File: config.mk
export PLATFORM = sky130hd
export DESIGN_NAME = key_event_scheduler
export DESIGN_NICKNAME = d
export VERILOG_FILES = /design/src/rtl/key_event_scheduler.sv
export SDC_FILE = /design/constraint.sdc
export NUM_CORES = 1
export LEC_CHECK = 0
export ABC_AREA = 1
export BUFFER_PORTS_ARGS = -buffer_cell sky130_fd_sc_hd__buf_2
export CORE_MARGIN = 4
export CORE_UTILIZATION = 59
export DETAILED_ROUTE_END_ITERATION = 8
export GPL_TIMING_DRIVEN = 0
export PLACE_DENSITY_LB_ADDON = 0.15
export SLEW_MARGIN = 20
export SYNTH_ARGS = -nofsm -noshare
export SYNTH_HDL_FRONTEND = slang
export SYNTH_SLANG_ARGS = --single-unit
File: constraint.sdc
create_clock -name clk -period 8.9 [get_ports clk]
set_input_delay 0.445 -clock clk [delete_from_list [all_inputs] [get_ports clk]]
set_output_delay 0.445 -clock clk [all_outputs]
set_load 0.05 [all_outputs]
File: src/rtl/key_event_scheduler.sv
// Key press/release event scheduler: edge-detects N_KEYS level inputs, queues one pending
// event per key, and hands events out round-robin on a valid/ready port. Option: KEY_RELEASE_EVENT_EN.
module key_event_scheduler #(
    parameter int unsigned N_KEYS = 4,
    parameter int unsigned KEY_W  = 2
) (
    input  logic              clk,
    input  logic              rst,
    input  logic [N_KEYS-1:0] key_in,
    output logic              evt_valid,
    input  logic              evt_ready,
    output logic [KEY_W-1:0]  evt_key,
    output logic              evt_release,
    output logic [7:0]        drop_cnt,
    output logic              busy
);

    localparam int unsigned CNT_W  = 8;
    localparam int unsigned SUM_W  = CNT_W + 1;
    localparam int unsigned DROP_W = $clog2(2 * N_KEYS + 1);

    typedef enum logic {
        EMPTY = 1'b0,
        HOLD  = 1'b1
    } state_t;

    state_t              state_q, state_d;
    logic [N_KEYS-1:0]   key_d;
    logic [N_KEYS-1:0]   press_pend, press_pend_n;
    logic [N_KEYS-1:0]   press_edge, press_drop, grant_press;
    logic [N_KEYS-1:0]   req;
    logic [KEY_W-1:0]    ptr_q, ptr_d;
    logic [KEY_W-1:0]    evt_key_d;
    logic [KEY_W-1:0]    cand;
    logic [KEY_W-1:0]    grant_idx;
    logic                found;
    logic                do_load;
    logic                evt_valid_d;
    logic                busy_d;
    logic [DROP_W-1:0]   n_drop;
    logic [SUM_W-1:0]    drop_sum;
    logic [CNT_W-1:0]    drop_cnt_d;

`ifdef KEY_RELEASE_EVENT_EN
    logic [N_KEYS-1:0]   release_pend, release_pend_n;
    logic [N_KEYS-1:0]   release_edge, release_drop, grant_rel;
    logic                rel_q, rel_d;

    assign release_edge = ~key_in & key_d;
    assign req          = press_pend | release_pend;
    assign evt_release  = rel_q;
`else
    assign req          = press_pend;
    assign evt_release  = 1'b0;
`endif

    assign press_edge = key_in & ~key_d;
    assign do_load    = (state_q == EMPTY) || evt_ready;

    // Round-robin search starting one past the last granted key
    always_comb begin
        found     = 1'b0;
        grant_idx = '0;
        cand      = '0;
        for (int unsigned off = 1; off <= N_KEYS; off++) begin
            cand = KEY_W'((32'(ptr_q) + off) % N_KEYS);
            if (!found && req[cand]) begin
                found     = 1'b1;
                grant_idx = cand;
            end
        end
    end

    always_comb begin
        state_d     = state_q;
        evt_key_d   = evt_key;
        ptr_d       = ptr_q;
        grant_press = '0;
`ifdef KEY_RELEASE_EVENT_EN
        grant_rel   = '0;
        rel_d       = rel_q;
`endif
        if (do_load) begin
            if (found) begin
                state_d   = HOLD;
                evt_key_d = grant_idx;
                ptr_d     = grant_idx;
`ifdef KEY_RELEASE_EVENT_EN
                // Press takes precedence over release when both are pending
                if (press_pend[grant_idx]) begin
                    grant_press[grant_idx] = 1'b1;
                    rel_d                  = 1'b0;
                end else begin
                    grant_rel[grant_idx]   = 1'b1;
                    rel_d                  = 1'b1;
                end
`else
                grant_press[grant_idx] = 1'b1;
`endif
            end else begin
                state_d = EMPTY;
            end
        end
        evt_valid_d = (state_d == HOLD);

        // A bit being granted this edge can absorb a new edge without loss
        press_pend_n = (press_pend & ~grant_press) | press_edge;
        press_drop   = press_edge & press_pend & ~grant_press;
`ifdef KEY_RELEASE_EVENT_EN
        release_pend_n = (release_pend & ~grant_rel) | release_edge;
        release_drop   = release_edge & release_pend & ~grant_rel;
`endif

        n_drop = '0;
        for (int unsigned i = 0; i < N_KEYS; i++) begin
            n_drop = n_drop + DROP_W'(press_drop[i]);
`ifdef KEY_RELEASE_EVENT_EN
            n_drop = n_drop + DROP_W'(release_drop[i]);
`endif
        end
        drop_sum   = SUM_W'(drop_cnt) + SUM_W'(n_drop);
        drop_cnt_d = (drop_sum > SUM_W'(255)) ? CNT_W'(255) : drop_sum[CNT_W-1:0];

`ifdef KEY_RELEASE_EVENT_EN
        busy_d = evt_valid_d | (|press_pend_n) | (|release_pend_n);
`else
        busy_d = evt_valid_d | (|press_pend_n);
`endif
    end

    always_ff @(posedge clk) begin
        key_d <= key_in;
        if (rst) begin
            state_q      <= EMPTY;
            evt_valid    <= 1'b0;
            evt_key      <= '0;
            ptr_q        <= KEY_W'(N_KEYS - 1);
            press_pend   <= '0;
            drop_cnt     <= '0;
            busy         <= 1'b0;
`ifdef KEY_RELEASE_EVENT_EN
            release_pend <= '0;
            rel_q        <= 1'b0;
`endif
        end else begin
            state_q      <= state_d;
            evt_valid    <= evt_valid_d;
            evt_key      <= evt_key_d;
            ptr_q        <= ptr_d;
            press_pend   <= press_pend_n;
            drop_cnt     <= drop_cnt_d;
            busy         <= busy_d;
`ifdef KEY_RELEASE_EVENT_EN
            release_pend <= release_pend_n;
            rel_q        <= rel_d;
`endif
        end
    end

endmodule

==> results.json, run 1 <==
{
  "cpMaxStageDelayCell": "fa_1",
  "p_leak_nw": 0.7302,
  "ant_nets": 0,
  "final_cells": 220,
  "nets": 205,
  "ioPinCount": 20,
  "grt_pass1_wl_um": 4222,
  "root_buffer": "clkbuf_4",
  "max-vdd-ir-drop_mv": 0.1803,
  "cts_buffers": 3,
  "tns_ns": 0,
  "synth_area_um2": 1269,
  "num_antenna_cells": 0,
  "die_y_um": 54.37,
  "endpoint_kind": "flip-flop",
  "crit_chain": "buf_6, inv_6, nand2_1, nand2_2, nand2_1, nand2_2, nand2_1, nand2_2, nor2_2, nand2_2, nand2_4, inv_2, a31oi_1, nand3_1, fa_1, inv_1, fa_1, fa_1, nand3_1, nor2_1, and3_1, nand2_1, a21oi_1",
  "viasPerCell": 5.068,
  "post-route-period-util_pct": 42.79,
  "period_minus_slack_ns": 3.809,
  "num_rows": 16,
  "yosysWarnings": 0,
  "fin_util_pct": 71.13,
  "clock_skew_ns": 0.01099,
  "post_drt_wl_per_cell_um": 10.93,
  "yosys.area.top_type": "dfxtp_1",
  "cts_num_sinks": 22,
  "synthArstFlopShare_pct": 0,
  "synth_nets": 183,
  "port_buffers": 17,
  "crit_family": "adder cells",
  "crit_arrival_ns": 3.99,
  "dp_hpwl_um": 1918,
  "clkTransAtPathRegs_ns": 0.12,
  "setup_slack_ns": 5.091,
  "post_cts_buffers": 0,
  "antenna_found_initial": 0,
  "cap_violations": 0,
  "cp_num_buf_inv": 4,
  "clkLatencyLatePin_ns": 0.31,
  "core-area_um2": 2002,
  "drtPass1Iterations": 5,
  "min_path_type": "in2reg",
  "synth_seq_cells": 22,
  "yosys-top-cells-area": "dfxtp_1 35%, nand2_1 11%, inv_1 7.1%, nand2_2 6.9%, a21oi_1 6.3%",
  "synthDistinctLibCells": 33,
  "startpoint_type": "flip-flop",
  "initial_utilization_pct": 63.38,
  "die_w_um": 54.37,
  "grt_max_degree": 13,
  "overflow": 0,
  "num_vias": 1115,
  "synthCells": 172,
  "whs_ns": 0.2587,
  "drt_wl_total_um": 2405,
  "status": "complete, no violations",
  "postCtsHoldBufs": 0,
  "critPathMaxFanout": 9,
  "setup_violations": 0,
  "clockBufferDepth": 2,
  "grt_usage_pct": 19.65,
  "grt_pass1_vias": 1070,
  "drtIter0Drc": 19,
  "pre_cts_slack_ns": 5.089,
  "dp.cells": 216,
  "synth_top_area_share_pct": 34.71,
  "die_area_um2": 2956,
  "hold_viol_final": 0,
  "area_growth_pct": 12.23,
  "synth_flop_cell": "dfxtp_1",
  "slowest_delay_ns": 0.51,
  "tritoncts": "built",
  "drv_slew": 0,
  "synth-edff-count": 0,
  "cts-resized-gates": 0,
  "required_ns": 9.08,
  "max_freq_mhz": 262.6,
  "postSynthAreaPerCell_um2": 7.376,
  "cts.htree.levels": 1,
  "rsz0062_at_grt": "false",
  "drc_errors": 0,
  "criticalPathCategory": "reg2reg",
  "drive_above_1_share_pct": 29.02,
  "seq_area_frac_synth_pct": 34.71,
  "pwr_density_cell_nw_per_um2": 307.2,
  "gp_congestion": 0.8106
}
-- area by class of cell --
class	count	area [um2]
multi-input combinational	116	684.4
fill	173	578.1
sequential	22	440.4
inverter	30	117.6
timing repair buffer	17	85.08
clock buffer	4	36.28
tap	27	33.78
buffer	4	26.28
-- per-layer routing --
layer / GRT usage [%] / vias up / routed length, um
met3: 3.270 / 4 / 81
met1: 22.26 / 516 / 1061
met4: 7.469 / 0 / 28
li1: - / 578 / -
met5: 0 / - / 0
met2: 36.25 / 17 / 1233
-- cell usage after synthesis (2+ instances only) --
cell,count
a211oi_1,2
a21oi_1,16
dfxtp_1,22
fa_1,3
inv_1,24
inv_2,5
nand2_1,37
nand2_2,14
nand2_4,3
nand3_1,7
nand3_2,4
nand4_1,4
nor2_1,8
nor2_2,2
o21ai_0,2
xnor2_1,2
-- worst register-to-register path, stage by stage, from the launching register on --
cell and delay [ns]:
dfxtp_1 0.35, buf_6 0.14, inv_6 0.06, nand2_1 0.07, nand2_2 0.07, nand2_1 0.09, nand2_2 0.07, nand2_1 0.07
nand2_2 0.06, nor2_2 0.09, nand2_2 0.07, nand2_4 0.10, inv_2 0.05, a31oi_1 0.19, nand3_1 0.14, fa_1 0.51
inv_1 0.05, fa_1 0.46, fa_1 0.41, nand3_1 0.13, nor2_1 0.07, and3_1 0.17, nand2_1 0.18, a21oi_1 0.09
-- cells in the final DEF, fill, tap and decap left out, drive strengths merged --
cell and instances:
a211oi 2, a21oi 17, a31oi 1, and3 1, buf 20, clkbuf 5, conb 1, dfxtp 22
fa 3, ha 1, inv 30, nand2 54, nand3 11, nand4 4, nor2 11, nor3 1
o211ai 1, o21ai 3, or2 2, xnor2 2, xor2 1
-- sequential cells by signal, indices dropped and copies added, names as in the netlist --
signal / count
key_d: 4
ptr_q: 2
evt_key: 2
press_pend: 4
drop_cnt: 8
state_q: 1
busy: 1
-- path summary, 6_finish.rpt --
kind                                              start                 endpoint  slack [ns]  cells past startpoint
worst max-delay path              ptr_q[0]$_SDFFE_PP1P_   drop_cnt[1]$_SDFF_PP0_        5.09                     23
worst min-delay path                          key_in[2]         key_d[2]$_DFF_P_        0.26                      1
worst max register to register    ptr_q[0]$_SDFFE_PP1P_   drop_cnt[1]$_SDFF_PP0_        5.09                     23
worst min register to register  evt_key[1]$_SDFFE_PP0P_  evt_key[1]$_SDFFE_PP0P_        0.49                      2
-- where the power goes --
group	internal (W)	switching, W
combinational	0.0000774	0.000179
sequential	0.000116	0.0000109
clock	0.0000250	0.0000297
-- metrics by stage --
step	instance area [um2]	power (W)
after floorplan	1269	0.0003435
after detailed placement	1388	0.0003861
after global placement	1388	0.0003810
after CTS	1424	0.0004407
after global routing	1424	0.0004735
final	1424	0.0004375
-- logic make-up after synthesis --
group / count (synthesis) / synth area share [%]
other: 1 / 0.2956
adder cells (fa/ha/maj): 4 / 5.720
AND/OR/NAND/NOR: 84 / 34.52
flip-flops: 22 / 34.71
buffers and inverters: 34 / 11.34
AO/OA/AOI/OAI: 24 / 11.34
XOR/XNOR: 3 / 2.071
No activity file was read; power rests on OpenSTA's default activity.
==> inputs of run 2 (changes only) <==
Settings changed: ABC_AREA 1 to 0, CORE_UTILIZATION 59 to 53.
Clock period 8.9 ns to 3.9 ns, I/O delays scaled along.
==> results.json, run 2 <==
{
  "status": "complete, no violations",
  "cts.htree.levels": 1,
  "die_area_um2": 2734,
  "dp_hpwl_um": 1682,
  "dp.cells": 155,
  "top_regs": "drop_cnt x8, key_d x4, press_pend x4",
  "max-vdd-ir-drop_mv": 0.3861,
  "gp_congestion": 0.7795,
  "tritoncts": "built",
  "nets": 150,
  "drc_errors": 0,
  "final_cells": 163,
  "synth_seq_cells": 22,
  "n_fill_cell": 145,
  "tns_ns": 0,
  "cap_violations": 0,
  "postSynthAreaPerCell_um2": 9.201,
  "max_freq_mhz": 272.6,
  "port_buffers": 17,
  "yosys.area.top_type": "dfxtp_1",
  "synthArstFlopShare_pct": 0,
  "use_met1_pct": 25.09,
  "hold_viol_final": 0,
  "top_register": "drop_cnt",
  "initial_utilization_pct": 58.32,
  "min_path_type": "in2reg",
  "clkTransAtPathRegs_ns": 0.12,
  "num_vias": 905,
  "die_w_um": 52.29,
  "synthCells": 113,
  "cts_buffers": 3,
  "largest_reg_flops": 8,
  "area_growth_pct": 20.94,
  "yosysWarnings": 0,
  "p_leak_nw": 0.5682,
  "power.total_w": 0.0005844,
  "post_drt_wl_per_cell_um": 13.52,
  "yosysMostFrequentCell": "dfxtp_1",
  "grt_busiest_layer": "met2",
  "clock_skew_ns": 0.003393,
  "use_met3_pct": 5.698,
  "critPathMaxFanout": 6,
  "rsz0062_at_grt": "false",
  "synthDistinctLibCells": 39,
  "num_antenna_cells": 0,
  "num_rows": 15,
  "grt_max_degree": 14,
  "setup_slack_ns": 0.2318,
  "drive_above_1_share_pct": 20.29,
  "pre_cts_slack_ns": 0.2308,
  "seq_area_frac_synth_pct": 42.36,
  "regArea_um2": 441.7,
  "clockBufferDepth": 2,
  "synth_top_cells_by_count": "22 x dfxtp_1, 17 x nor2_1, 10 x a21oi_1",
  "endpoint_kind": "flip-flop",
  "layout_common_cells": "21 x dfxtp_1, 17 x nor2_1, 17 x buf_2, 10 x a21oi_1, 7 x nor2b_1",
  "die_y_um": 52.29,
  "required_ns": 4.09,
  "overflow": 0,
  "synth_flop_cell": "dfxtp_1",
  "post_cts_buffers": 0,
  "setup_violations": 0,
  "cts_num_sinks": 22,
  "startpoint_type": "flip-flop",
  "ioPinCount": 20,
  "grt_pass1_wl_um": 3891,
  "clkLatencyLatePin_ns": 0.31,
  "root_buffer": "clkbuf_4",
  "drv_slew": 0,
  "drtIter0Drc": 32,
  "viasPerCell": 5.552,
  "synth_area_um2": 1040,
  "pwr_density_cell_nw_per_um2": 464.7,
  "criticalPathCategory": "reg2reg",
  "final_common_cell": "dfxtp_1",
  "synth-edff-count": 0,
  "antenna_found_initial": 0,
  "crit_arrival_ns": 3.86,
  "post-route-period-util_pct": 94.06,
  "yosys-top-cells-area": "dfxtp_1 42%, nor2_1 6.1%, fa_1 5.8%, a21oi_1 4.8%, nor2b_1 4.2%",
  "grt_usage_pct": 19.13,
  "gr-usage-met2_pct": 29.96,
  "synth_nets": 124,
  "ant_nets": 0,
  "synth_top_area_share_pct": 42.36,
  "period_minus_slack_ns": 3.668,
  "drt_wl_total_um": 2204,
  "drtPass1Iterations": 6,
  "grt_pass1_vias": 837,
  "core-area_um2": 1783,
  "multiInputGateArea_um2": 569.3
}
## run 2: changes by cell type in the layout (fill, tap and decap cells not counted), moves of 5 or more
| cell | change |
|---|---|
| nor2b_1 | +7 |
| nor2_1 | +9 |
| inv_1 | -18 |
| nand3_1 | -6 |
| a21oi_1 | -6 |
| nand2_2 | -14 |
| nand2_1 | -34 |
| inv_2 | -5 |
## run 2: logic make-up after synthesis
| group | share of synthesized area [%] |
|---|---|
| XOR/XNOR | 3.370 |
| adder cells (fa/ha/maj) | 6.980 |
| flip-flops | 42.36 |
| multiplexers | 0.9627 |
| other | 0.3607 |
| AO/OA/AOI/OAI | 20.58 |
| buffers and inverters | 3.610 |
| AND/OR/NAND/NOR | 21.78 |
## run 2: layer usage
layer	up-vias	share of wire (%)	wire (um)
li1	448	-	-
met1	419	44	966
met2	32	48	1050
met3	6	6.5	144
met4	0	2.0	43
met5	-	0	0
## run 2: stage by stage
stage	hold WS (ns)	instance area, um2	util, %
2_1_floorplan	0.2227	1040	-
6_report	0.2922	1257	70.53
3_3_place_gp	0.3069	1156	64.84
5_1_grt	0.3088	1257	70.53
4_1_cts	0.2890	1249	70.04
3_5_place_dp	0.3088	1156	64.84
## run 2: layout make-up
cell class | instances | area share, %
multi-input combinational | 82 | 45.27
sequential | 22 | 35.12
timing repair buffer | 21 | 9.950
tap | 25 | 2.488
clock inverter | 1 | 2.388
clock buffer | 3 | 1.791
inverter | 6 | 1.791
buffer | 3 | 1.194
## run 2: power breakdown
group	total [W]	internal, W	switching (W)
combinational	0.000150	0.0000523	0.0000974
clock	0.000173	0.000104	0.0000694
sequential	0.000261	0.000244	0.0000172
## run 2: timing repair
item | CTS | global route
hold buffers | 4 | 0
endpoints found under the setup margin | 0 | 7
endpoints found under the hold margin | 4 | 0
gates resized for setup | 0 | 2
## run 2: final timing paths
check / startpoint / end / slack, ns / cells past startpoint
max: press_pend[2]$_SDFF_PP0_ / drop_cnt[0]$_SDFF_PP0_ / 0.23 / 11
min: evt_ready / state_q$_SDFF_PP0_ / 0.29 / 4
max reg2reg: press_pend[2]$_SDFF_PP0_ / drop_cnt[0]$_SDFF_PP0_ / 0.23 / 11
min reg2reg: evt_key[0]$_SDFFE_PP0P_ / evt_key[0]$_SDFFE_PP0P_ / 0.50 / 2
## run 2: critical path: stages (launching register included)
cell	delay, ns
dfxtp_1	0.37
or4_1	0.57
nand2b_1	0.21
o311ai_1	0.15
fa_1	0.54
inv_1	0.06
fa_1	0.46
fa_1	0.46
and3_1	0.20
and3_1	0.21
nand3_1	0.21
a21oi_1	0.11
